### src/rtl/vmm_result_sink.sv
// vmm_result_sink: consumer end of the VMM result handshake.
// Captures one (value, row, column) result per next_i request and acknowledges it
// with a one-cycle done_o pulse. Results land in an L x M buffer with a valid bit
// per entry. The block tracks the number of distinct filled entries and keeps a
// sticky error flag for out-of-range indices and requests that arrive once the
// buffer is full. A registered random-access read port serves the readout logic.
module vmm_result_sink #(
  parameter int L  = 5,
  parameter int M  = 5,
  parameter int W  = 8,
  parameter int IW = 5
) (
  input  logic          vmm_clk,
  input  logic          rst,
  input  logic          next_i,
  input  logic [W-1:0]  vmm_in,
  input  logic [IW-1:0] i_in,
  input  logic [IW-1:0] j_in,
  output logic          done_o,
  input  logic          clear_i,
  input  logic [IW-1:0] rd_i,
  input  logic [IW-1:0] rd_j,
  output logic [W-1:0]  rd_data,
  output logic [IW:0]   count_o,
  output logic          full_o,
  output logic          err_o,
  output logic [1:0]    state_o
);

  // Buffer geometry. The count is IW+1 bits wide; IW must be chosen so that
  // L*M fits in IW+1 bits.
  localparam int N  = L * M;
  localparam int AW = (N > 1) ? $clog2(N) : 1;
  localparam logic [IW:0] CAP = (IW+1)'(N);
  localparam logic [IW:0] ONE = (IW+1)'(1);

  typedef enum logic [1:0] {
    IDLE     = 2'd0,
    ACK      = 2'd1,
    WAIT_LOW = 2'd2,
    FULL     = 2'd3
  } state_t;

  state_t         state_q;
  logic [W-1:0]   mem [N];
  logic [N-1:0]   valid_q;
  logic [IW:0]    count_q;

  logic           wr_ok;
  logic [AW-1:0]  wr_addr;
  logic           rd_ok;
  logic [AW-1:0]  rd_addr;
  logic           do_write;

  // True when (i, j) addresses an entry inside the L x M buffer.
  function automatic logic idx_ok(input logic [IW-1:0] i, input logic [IW-1:0] j);
    return (int'(i) < L) && (int'(j) < M);
  endfunction

  // Row-major linear address i*M + j; only meaningful when idx_ok holds.
  function automatic logic [AW-1:0] idx_addr(input logic [IW-1:0] i, input logic [IW-1:0] j);
    int a;
    a = int'(i) * M + int'(j);
    return a[AW-1:0];
  endfunction

  // Decode write and read indices; out-of-range indices are parked at address 0
  // so no array access ever leaves the buffer.
  always_comb begin
    wr_ok   = idx_ok(i_in, j_in);
    wr_addr = wr_ok ? idx_addr(i_in, j_in) : '0;
    rd_ok   = idx_ok(rd_i, rd_j);
    rd_addr = rd_ok ? idx_addr(rd_i, rd_j) : '0;
  end

  // A memory write happens only for an in-range request seen in IDLE with no
  // clear or reset on the same edge (clear wins over a colliding capture).
  assign do_write = !rst && !clear_i && next_i && (state_q == IDLE) && wr_ok;

  // Handshake FSM with registered done_o, plus valid bits, fill count and
  // sticky error flag. Clear behaves exactly like reset for this state.
  always_ff @(posedge vmm_clk) begin
    if (rst || clear_i) begin
      state_q <= IDLE;
      done_o  <= 1'b0;
      valid_q <= '0;
      count_q <= '0;
      err_o   <= 1'b0;
    end else begin
      done_o <= 1'b0;
      case (state_q)
        IDLE: begin
          if (next_i) begin
            if (wr_ok) begin
              // A duplicate index overwrites the value but does not recount.
              if (!valid_q[wr_addr]) begin
                valid_q[wr_addr] <= 1'b1;
                count_q          <= count_q + ONE;
              end
            end else begin
              err_o <= 1'b1;
            end
            state_q <= ACK;
          end
        end
        ACK: begin
          done_o  <= 1'b1;
          state_q <= WAIT_LOW;
        end
        WAIT_LOW: begin
          // Hold here until the VMM releases next_i so one request = one write.
          if (!next_i) begin
            state_q <= (count_q == CAP) ? FULL : IDLE;
          end
        end
        FULL: begin
          // Still acknowledge so the VMM never deadlocks, but flag the drop.
          if (next_i) begin
            err_o   <= 1'b1;
            state_q <= ACK;
          end
        end
        default: state_q <= IDLE;
      endcase
    end
  end

  // Result storage; data is not reset, stale words are masked by valid bits.
  always_ff @(posedge vmm_clk) begin
    if (do_write) begin
      mem[wr_addr] <= vmm_in;
    end
  end

  // Registered read port: pre-write value on a same-edge write, zero for
  // empty or out-of-range entries.
  always_ff @(posedge vmm_clk) begin
    if (rst) begin
      rd_data <= '0;
    end else begin
      rd_data <= (rd_ok && valid_q[rd_addr]) ? mem[rd_addr] : '0;
    end
  end

  assign count_o = count_q;
  assign full_o  = (count_q == CAP);
  assign state_o = 2'(state_q);

endmodule

### config.mk
export PLATFORM = sky130hd
export DESIGN_NAME = vmm_result_sink
export DESIGN_NICKNAME = d
export VERILOG_FILES = /design/src/rtl/vmm_result_sink.sv
export SDC_FILE = /design/constraint.sdc
export NUM_CORES = 1
export LEC_CHECK = 0
export BUFFER_PORTS_ARGS = -buffer_cell sky130_fd_sc_hd__buf_4
export CAP_MARGIN = 5
export CORE_MARGIN = 4
export CORE_UTILIZATION = 55
export DETAILED_ROUTE_END_ITERATION = 10
export PLACE_DENSITY_LB_ADDON = 0.3
export SLEW_MARGIN = 20
export SYNTH_ARGS = -nofsm -noshare
export SYNTH_HDL_FRONTEND = slang
export SYNTH_SLANG_ARGS = --single-unit
### constraint.sdc
create_clock -name vmm_clk -period 9.91 [get_ports vmm_clk]
set_clock_uncertainty 0.15 [all_clocks]
set_input_delay 1.982 -clock vmm_clk [delete_from_list [all_inputs] [get_ports vmm_clk]]
set_output_delay 1.982 -clock vmm_clk [all_outputs]
set_load 0.05 [all_outputs]
==> out/metrics.cfg <==
[global_route]
antenna_found_initial = 0
grtUsageTotal_pct = 25.2
grtUsageMet3_pct = 5.58
grt_max_degree = 46
overflow = 0
top_usage_layer = met2
grt_pass1_wl_um = 42400
first_global_vias = 7329
use_met2_pct = 40.0
use_met1_pct = 35.6

[timing]
finalCritPeriodShare_pct = 55.5
layout_min_cycle_time_ns = 5.50
maxSlewHeadroom_pct = 29.8
slew_viol_final = 0
tightestPinTransition_ns = 1.05
rsz0062_at_grt = no
setup_viol = 0
finalSetupTns_ns = 0
fmax_mhz = 182
hold_viol_final = 0

[yosys]
yosysTopAreaCell = edfxtp_1
yosysMostFrequentCell = edfxtp_1
synth-seq-cells = 243
synthTopCellsByCount = edfxtp_1, nor2_1, nand2_1, mux2i_1, dfxtp_1
avgSynthCellArea_um2 = 13.1
netlist_top_cells_area = edfxtp_1, dfxtp_1, mux2i_1
ys_seq_area_share_pct = 64.2
syn_inst = 815
ys_warn_count = 0
netlist-cell-type-count = 64
synth_top_cell_area_share_pct = 56.2
synth_nets = 874
synthesis.area_um2 = 10700
synth-edff-count = 200
synth_top_flop_cell = edfxtp_1
synthArstFlopShare_pct = 0

[critical_path]
crit_type = input port to register
path_buf_inv = 4
worstSetupStartpointType = input port
r2r_slack_ns = 6.99
cp_slowest_cell = nor4_4
path_delay_family = buffers and inverters
crit_arrival_ns = 5.81
worst_r2r_endpoint = mem[1][7]
crit_start = rd_j[0]
crit_required_ns = 10.22
r2r_start = state_o[1]
path_depth = 11
crit_fanout = 39
cp_common_cell = buf_4
r2r_cells = 5
path_cells = buf_4 -> ha_2 -> buf_4 -> inv_1 -> nor4_4 -> buf_4 -> mux2i_1 -> a2111oi_0 -> o211ai_1 -> a32oi_2 -> o311a_1
crit_path_end_kind = register
cpPeakStageDelay_ns = 0.63
crit_end = rd_data[0]

[run_status]
status = finished, final reports clean

[layout]
stdcell_area_um2 = 12100
diodes = 0
syn_to_final_growth_pct = 13.0
stdcell_count = 1132
fin_nets = 915
layout-drive-gt1-share_pct = 13.5

[floorplan]
num_rows = 50
dieHeight_um = 147
initial_core_util_pct = 56.6
core_um2 = 18900
io_pins = 51
dieArea_um2 = 21700
die_w_um = 147

[clock_tree]
h-tree-depth = 1
clock_latency_ns = 0.51
cts.sinks = 243
cts.clk_slew.worst_paths_ns = 0.06
tritoncts = done
cts_made_buffers = 25
ctsHoldBuffers = 0
root_buffer = clkbuf_16
cts_resized = 0
cts_setup_buffers = 0
clock_path_buffers = 3

[detailed_routing]
ant_nets = 0
drt_iter0_drc = 985
vias = 7392
first_pass_iters = 6
routed_wl_um = 27700
vias_per_cell = 6.53
wl_per_cell_um = 24.5
drc = 0

[min_path]
min_path_type = register to register

[run]
maxCapViolCount = 0

[placement]
dpl.hpwl_um = 18000
port_buffers = 50
gp_congestion = 0.910
place_inst = 1089
dpl_cell_area_um2 = 11300

[power_and_ir_drop]
leakagePower_nw = 4.31
ir_drop_mv = 0.150
power_density_nw_per_um2 = 183

-- worst register-to-register path: stages (launching register included) --
cell	delay, ns
dfxtp_1	0.36
inv_1	0.13
ha_1	0.21
nand2_1	0.12
or4_1	0.76
nor2_1	0.81
-- how the worst min path moves through the flow --
stage / start / end / slack, ns / cells after the start
floorplan: valid_q[21] / valid_q[21] / 0.29 / 2
global placement: err_o / err_o / 0.30 / 2
detailed placement: err_o / err_o / 0.33 / 2
CTS: valid_q[21] / valid_q[21] / 0.34 / 2
global route: err_o / err_o / 0.36 / 2
finish: err_o / err_o / 0.33 / 2
-- routing by layer --
metal | up-vias | part of all wire (%)
li1 | 3227 | -
met1 | 3622 | 40
met2 | 450 | 46
met3 | 93 | 10
met4 | 0 | 3.2
met5 | - | 0
-- cell usage in the layout (no fill, tap or decap), types with 5 or more instances in the layout --
cell	count
nor2_1	90
edfxtp_1	200
inv_1	10
buf_4	58
a31oi_1	23
mux4_2	9
and3_1	11
nand3_1	15
a221oi_1	7
xnor2_1	6
dfxtp_1	43
a211oi_1	6
nor4_1	5
o21a_1	7
ha_1	22
o22ai_1	14
o221ai_1	13
o21ai_0	29
nand2_1	62
a21oi_1	38
o211ai_1	5
nor3_1	8
clkbuf_16	25
mux2i_1	60
mux2_2	7
nand4_1	9
and2_1	8
clkbuf_1	6
-- stage by stage --
stage	utilization (%)	total power, W	setup WS (ns)	hold slack, ns
floorplan	-	0.00125	4.92	0.291
detailed placement	59.8	0.00132	3.95	0.325
global placement	59.8	0.00131	4.16	0.303
finish	63.9	0.00221	4.41	0.333
global route	63.9	0.00227	4.25	0.362
CTS	63.9	0.00221	4.49	0.338
-- power by group --
part           switching [W]  leakage, nW  internal, W  total [W]
combinational       0.000129         1.79    0.0000667   0.000195
clock               0.000369        0.380     0.000539   0.000908
sequential       0.000000712         2.14      0.00110    0.00110
-- state kept, by name, summed over array words and instances (netlist names) --
name     cells
rd_data      8
valid_q     25
err_o        1
state_o      2
done_o       1
mem        200
count_o      6
-- kinds of logic (layout without fill, tap and decap cells) --
kind of cell             Yosys count  in the layout  synth area share, %
AND/OR/NAND/NOR                  228            228                 9.91
XOR/XNOR                          11             11                 1.16
multiplexers                      76             76                 8.25
buffers and inverters             54            111                 1.92
flip-flops                       243            243                 64.2
adder cells (fa/ha/maj)           27             27                 3.44
AO/OA/AOI/OAI                    176            176                 11.1
-- layout make-up --
class / count / area (um^2)
multi-input cells: 518 / 3630
fillers: 1400 / 6820
flip-flops and latches: 243 / 6870
inverters: 10 / 37.5
repair buffers: 58 / 435
clock inverters: 12 / 133
clock buffers: 31 / 648
well taps: 260 / 325
(Power assumes the default switching activity.)
